===== config.mk =====
export PLATFORM = sky130hd
export DESIGN_NAME = spi_cmd_decoder
export DESIGN_NICKNAME = d
export VERILOG_FILES = /design/src/rtl/spi_cmd_decoder.sv
export SDC_FILE = /design/constraint.sdc
export NUM_CORES = 1
export LEC_CHECK = 0
export BUFFER_PORTS_ARGS = -buffer_cell sky130_fd_sc_hd__buf_4
export CAP_MARGIN = 30
export CORE_ASPECT_RATIO = 0.75
export CORE_MARGIN = 5
export CORE_UTILIZATION = 45
export DETAILED_ROUTE_END_ITERATION = 7
export PLACE_DENSITY = 0.69
export SETUP_SLACK_MARGIN = 0.15
export SYNTH_ARGS = -nofsm -noshare
export SYNTH_HDL_FRONTEND = slang
export SYNTH_SLANG_ARGS = --single-unit

===== constraint.sdc =====
create_clock -name clk -period 2.71 [get_ports clk]
set_clock_uncertainty 0.05 [all_clocks]
set_input_delay 0.542 -clock clk [delete_from_list [all_inputs] [get_ports clk]]
set_output_delay 0.542 -clock clk [all_outputs]
set_load 0.02 [all_outputs]

===== src/rtl/spi_cmd_decoder.sv =====
// SPI command decoder: opcode/address/data byte stream to a single-outstanding memory request port.
// Optional SPI_CHECKSUM_EN adds an 8-bit sum of acknowledged write bytes, read back with opcode 0x0B.
module spi_cmd_decoder #(
    parameter int ADDR_W = 24
) (
    input  logic              clk,
    input  logic              rst,
    input  logic              frame_active,
    input  logic              byte_valid,
    input  logic [7:0]        byte_in,
    output logic [7:0]        tx_byte,
    output logic              mem_req,
    output logic              mem_we,
    output logic [ADDR_W-1:0] mem_addr,
    output logic [7:0]        mem_wdata,
    input  logic [7:0]        mem_rdata,
    input  logic              mem_ack,
    output logic              overrun
);
    localparam int NAB = ADDR_W / 8;
    localparam int CW  = (NAB > 1) ? $clog2(NAB) : 1;
    localparam logic [CW-1:0] LAST_AB = CW'(NAB - 1);

    typedef enum logic [2:0] {
        S_IDLE, S_OPCODE, S_ADDR, S_WRITE, S_READ, S_STATUS, S_DROP
`ifdef SPI_CHECKSUM_EN
        , S_CSUM
`endif
    } state_t;

    state_t          state, state_nxt;
    logic            is_wr;
    logic [CW-1:0]   addr_cnt;
    logic [7:0]      rd_data;
    logic            take;
    logic            ack;
`ifdef SPI_CHECKSUM_EN
    logic [7:0]      csum;
`endif

    // A byte is only consumed when no request is outstanding; otherwise it is an overrun.
    assign take = byte_valid && frame_active && !mem_req;
    assign ack  = mem_ack && mem_req;

    always_ff @(posedge clk) begin
        if (rst) state <= S_IDLE;
        else     state <= state_nxt;
    end

    always_comb begin
        state_nxt = state;
        if (!frame_active) begin
            state_nxt = S_IDLE;
        end else begin
            case (state)
                S_IDLE:   if (!mem_req) state_nxt = S_OPCODE;
                S_OPCODE: if (take) begin
                    case (byte_in)
                        8'h02, 8'h03: state_nxt = S_ADDR;
                        8'h05:        state_nxt = S_STATUS;
`ifdef SPI_CHECKSUM_EN
                        8'h0B:        state_nxt = S_CSUM;
`endif
                        default:      state_nxt = S_DROP;
                    endcase
                end
                S_ADDR:   if (take && addr_cnt == LAST_AB) state_nxt = is_wr ? S_WRITE : S_READ;
                default:  state_nxt = state;
            endcase
        end
    end

    always_comb begin
        tx_byte = 8'h00;
        case (state)
            S_READ:   tx_byte = rd_data;
            S_STATUS: tx_byte = {6'b0, overrun, mem_req};
`ifdef SPI_CHECKSUM_EN
            S_CSUM:   tx_byte = csum;
`endif
            default:  tx_byte = 8'h00;
        endcase
    end

    always_ff @(posedge clk) begin
        if (rst) begin
            mem_req   <= 1'b0;
            mem_we    <= 1'b0;
            mem_addr  <= '0;
            mem_wdata <= 8'h00;
            overrun   <= 1'b0;
            is_wr     <= 1'b0;
            addr_cnt  <= '0;
            rd_data   <= 8'h00;
`ifdef SPI_CHECKSUM_EN
            csum      <= 8'h00;
`endif
        end else begin
            if (state == S_OPCODE && take) begin
                is_wr    <= (byte_in == 8'h02);
                addr_cnt <= '0;
            end
            if (state == S_ADDR && take) begin
                mem_addr <= ADDR_W'({mem_addr, byte_in});
                addr_cnt <= addr_cnt + CW'(1);
                // Reads prefetch: the first read goes out as soon as the address is complete.
                if (addr_cnt == LAST_AB && !is_wr) begin
                    mem_req <= 1'b1;
                    mem_we  <= 1'b0;
                    rd_data <= 8'h00;
                end
            end
            if (state == S_WRITE && take) begin
                mem_req   <= 1'b1;
                mem_we    <= 1'b1;
                mem_wdata <= byte_in;
            end
            if (state == S_READ && take) begin
                mem_req <= 1'b1;
                mem_we  <= 1'b0;
            end
            if (ack) begin
                mem_req  <= 1'b0;
                mem_addr <= mem_addr + ADDR_W'(1);
                // Read data that returns after the frame has ended is dropped.
                if (!mem_we && state == S_READ && frame_active) rd_data <= mem_rdata;
`ifdef SPI_CHECKSUM_EN
                if (mem_we) csum <= csum + mem_wdata;
`endif
            end
`ifdef SPI_CHECKSUM_EN
            if (state == S_CSUM && take) csum <= 8'h00;
`endif
            if (byte_valid && frame_active && mem_req) overrun <= 1'b1;
            else if (state == S_STATUS && take)        overrun <= 1'b0;
        end
    end
endmodule

Word-level counts from Yosys, hierarchy flattened
Cells that the tools add are included.
W data, S select, Z words.
{"block": "classes", "n_addsub": 2, "multipliers": 0, "div_mod_pow": 0, "order_cmp": 0, "n_eq_ne": 12, "shift": 0, "mux": 24, "bitwise_logic": 1, "n_reduce_logical": 32}
{"op": "$mux W24", "count": 2}
{"op": "$mux W8", "count": 4}
{"op": "$add A24 B1 Y24 const B", "count": 1}
{"op": "$eq A8 B2 Y1 const B", "count": 2}
{"op": "$pmux W8 S2", "count": 1}
{"op": "$logic_and A1 B1 Y1", "count": 13}
{"op": "$mux W3", "count": 4}
{"op": "$reduce_bool A2 Y1", "count": 5}
{"op": "$mux W1", "count": 9}
{"op": "$pmux W3 S3", "count": 1}
{"op": "$reduce_bool A3 Y1", "count": 3}
{"op": "$eq A8 B3 Y1 const B", "count": 1}
{"op": "$reduce_or A2 Y1", "count": 4}
{"op": "$eq A3 B2 Y1 const B", "count": 2}
{"op": "$eq A3 B3 Y1 const B", "count": 2}
{"op": "$ne A2 B2 Y1 const B", "count": 3}
{"op": "$pmux W3 S2", "count": 1}
{"op": "$mux W2", "count": 2}
{"op": "$reduce_and A2 Y1", "count": 2}
{"op": "$reduce_and A4 Y1", "count": 1}
{"op": "$eq A3 B1 Y1 const B", "count": 1}
{"op": "$logic_not A1 Y1", "count": 3}
{"op": "$logic_not A3 Y1", "count": 1}
{"op": "$add A2 B1 Y2 const B", "count": 1}
{"op": "other kinds (2)", "count": 2}
{"block": "totals", "register_bits": 49, "latchBits": 0, "ramBits": 0, "mem_bits_ro": 0, "output_inout_bits": 43, "word_cells": 80, "n_memories": 0}

Depth between registers and ports, before layout
{"block": "depth", "word_depth": 6, "mapped_depth": 7, "depth_no_buf": 6}

Least setup slack after synthesis
Ideal clock, no wire load.
{"block": "synth_timing", "path_type": "register -> register", "startpoint": "reg mem_addr[0]", "endpoint": "reg mem_addr[20]", "arrival_ns": 1.856, "required_time_ns": 2.540, "slack_ns": 0.685, "path_stages_with_launch": 6, "n_path_buf": 0, "period_less_slack_ns": 2.025, "path_cell_list": "dfxtp_1 > ha_1 > nand3_1 > nor4_2 > a31oi_1 > o31a_1"}
{"block": "synth_between", "elab_chain_len": 2}
{"element": "from (decl)", "line_no": "14", "source": "output logic [ADDR_W-1:0] mem_addr,"}
{"element": "from (signal assigned)", "line_no": "104", "source": "mem_addr <= ADDR_W'({mem_addr, byte_in});"}
{"element": "from (signal assigned)", "line_no": "124", "source": "mem_addr <= mem_addr + ADDR_W'(1);"}
{"element": "$add A24 B1 Y24", "line_no": "124"}
{"element": "$mux W24", "line_no": "122", "source": "if (ack) begin"}
Every way passes these cells.
A chain may end at the register's enable or synchronous reset.

Worst setup path after layout
{"block": "layout_timing", "startpoint": "reg state[2]", "endpoint": "out tx_byte[0]"}
{"block": "layout_between", "elab_chain_len": 2}
{"element": "from (decl)", "line_no": "31", "source": "state_t state, state_nxt;"}
{"element": "from (signal assigned)", "line_no": "47", "source": "else state <= state_nxt;"}
{"element": "$eq A3 B3 Y1", "line_no": "75", "source": "case (state)"}
{"element": "$pmux W8 S2 (*)", "line_no": "75"}
{"element": "to (decl)", "line_no": "11", "source": "output logic [7:0] tx_byte,"}
Mark *: on every way between the ends. The rest lies on a longest branch, timed or not.

==> metrics <==
final hold violation count=0; Sequential Power Share=a little over 50%; sequential cell area=roughly 980 µm²; vias in the first global route=around 2600; Post-DRT Antenna Nets=0; min Tclk post-route=approximately 2100 ps; initial antenna violation count=0; top-area cell type share of the netlist area=between 30% and 40%; fin cells=between 400 and 500; Critical path origin=state[2]$_SDFFE_PP0P_; Slew HR=a little under three fifths; overall global routing resource usage=20.7%; Final setup viols=0; CP required=roughly 2100 ps; IO Pins=64; first-pass GRT wire length=13.3 mm; synth top area cells=dfxtp_1 36%, nand3_1 5.4%, nand2_1 5.0%; multi-input logic area=between 0.0015 and 0.002 mm²; Clock power frac=38.0%; layout cell share with drive strength beyond 1=between 20% and 30%; post-synthesis sequential area ratio=between 30% and 40%; DIE AREA=0.00768 mm²; EDFF count, synth=0; Arrival @ worst endpoint=roughly 1600 ps; Slew @ Worst Pin=~640 ps; first drt pass iteration count=6; PD cells=427 mW/mm²; CTS root buf=clkbuf_8; Crit Path Class=reg2out; Ant. Diodes=0; RSZ-0062 raised after global routing=no; Max Cap Violations=0; Comb power frac=10.3%; Synth Instances=337; outcome=completed; syn_area_per_cell=~8 µm²; net load switching power=about 350 µW; # H-tree levels=2; area growth from synthesis to layout=25.0%; RD Place Congestion=~0.89; total wire length=between 7 and 8 mm; Core ar.=0.00583 mm²; Cells after DPL=around 470; routed len/inst=between 15 and 20 µm; CTS Hold Buffers Added=0; GRT Residual Overflow=0; DR iter-0 viols=roughly 270; nets=~420; period utilisation layout=about four fifths; Slew Limit Fails=0; final instance area=roughly 0.0034 mm²; DP HPWL=around 5.8 mm; largest area contributor in the netlist=dfxtp_1; syn nets=between 300 and 400; Clock Latency Late Sink=300 ps; filler cell count=558; Hold Startpoint=rd_data[2]$_SDFF_PP0_; top_reg_cell synth=dfxtp_1; switch share=roughly 24%; Die Ht=77.2 µm; Hold WC Path Type=reg2reg; number of clock sinks=49; CTS-repair resized insts=0; Yosys cell types=55; reg2reg start=mem_addr[0]$_SDFFE_PP0P_; fmax=about 0.47 GHz; Post-synth top cells=49 x dfxtp_1, 36 x nand2_1, 29 x nand3_1, 24 x a21oi_1, 21 x a31oi_1; top-count cell post-synth=dfxtp_1; CTS tree=built; pin count of the biggest net entering global routing=36; Worst-path clk slew=90 ps; setup TNS=0 ps; Mapped Area=0.00271 mm²; internal power=between 1 and 1.5 mW; dpl cell area=0.00327 mm²; # rows=24; asr flop ratio synth=0%; #FFs+latches synth=between 40 and 50; Vias=roughly 2900; Worst Setup Start Kind=register; Worst setup EP type=output port; # DRC=0; drt via density=around 6; Ys Warns=0; CP max FO=10; Peak VDD IR=roughly 0.25 mV; Setup Buffers After CTS=0; Port Buffer Count=63; Initial Utilization=46.5%; P_leak=about 1.3 nW; Die Width=between 90 and 100 µm; Longest Clk Path Bufs=2; CTS Buf Count=5
state kept, by name, summed over array words and instances (netlist names):
signal	count
mem_addr	24
mem_wdata	8
rd_data	8
state	3
addr_cnt	2
is_wr	1
mem_req	1
mem_we	1
overrun	1
power groups by stage:
stage	Clock, mW	Sequential [mW]	Combinational (mW)
finish	0.550	0.747	0.149
global route	0.594	0.749	0.163
CTS	0.566	0.746	0.148
detailed placement	0	0.763	0.147
global placement	0	0.763	0.145
floorplan	0	0.756	0.0919
cells in the final DEF (no fill, tap or decap), types with 3 or more instances in the layout:
cell type,instances
buf_4,74
dfxtp_1,49
nand2_1,36
nand3_1,29
a21oi_1,24
a31oi_1,21
nor2_1,19
or3_1,11
and2_1,10
o21ai_0,9
o211ai_1,9
mux2i_1,9
nor3_1,8
clkbuf_8,6
and4_1,5
and3_1,5
inv_1,4
nand4_1,4
and3b_1,3
a22oi_1,3
nand4b_1,3
or2_2,3
a211oi_1,3
o221ai_1,3
o211a_1,3
worst paths after layout:
kind | endpoint | slack [ps] | depth (start not counted)
setup / recovery | tx_byte[0] | 560 | 4
hold / removal | rd_data[2]$_SDFF_PP0_ | 420 | 2
setup reg to reg | mem_addr[20]$_SDFFE_PP0P_ | 710 | 6
hold reg to reg | rd_data[2]$_SDFF_PP0_ | 420 | 2
through the flow:
step | utilization (%) | worst slack, ps | power (mW) | hold slack [ps]
after global routing | 58.1 | 437 | 1.51 | 425
after detailed placement | 56.1 | 658 | 0.911 | 411
after floorplan | - | 685 | 0.848 | 393
after global placement | 56.1 | 719 | 0.908 | 401
final | 58.1 | 561 | 1.45 | 422
after CTS | 58.1 | 563 | 1.46 | 424
logic make-up after synthesis:
family                     Yosys count  synth area share, %
and+or+nand+nor                    158                 33.2
muxes                                9                 3.33
buffers and inverters               27                 3.93
AOI/OAI and AO/OA                   92                 22.4
adders and majority gates            2                0.924
DFF                                 49                 36.2
routing by layer:
layer | global-route usage, % | part of all wire [%] | vias up
li1 | - | - | 1394
met1 | 30.8 | 47 | 1370
met2 | 30.3 | 44 | 109
met3 | 5.35 | 8.6 | 9
met4 | 3.68 | 0.60 | 0
met5 | 0 | 0 | -
critical path, cell delays in order (launching register included):
cell,delay (ps)
dfxtp_1,510
nor3b_1,280
buf_4,190
a22o_1,140
buf_4,140
final cells by class:
class                   instances  share of cell area [%]
clock buffers                   7                    2.55
clock inverters                 1                   0.887
inverters                       4                   0.443
multi-input cells             261                    47.9
flip-flops and latches         49                    29.0
well taps                      78                    2.88
repair buffers                 74                    16.4
Power figures use the tool's default switching activity.
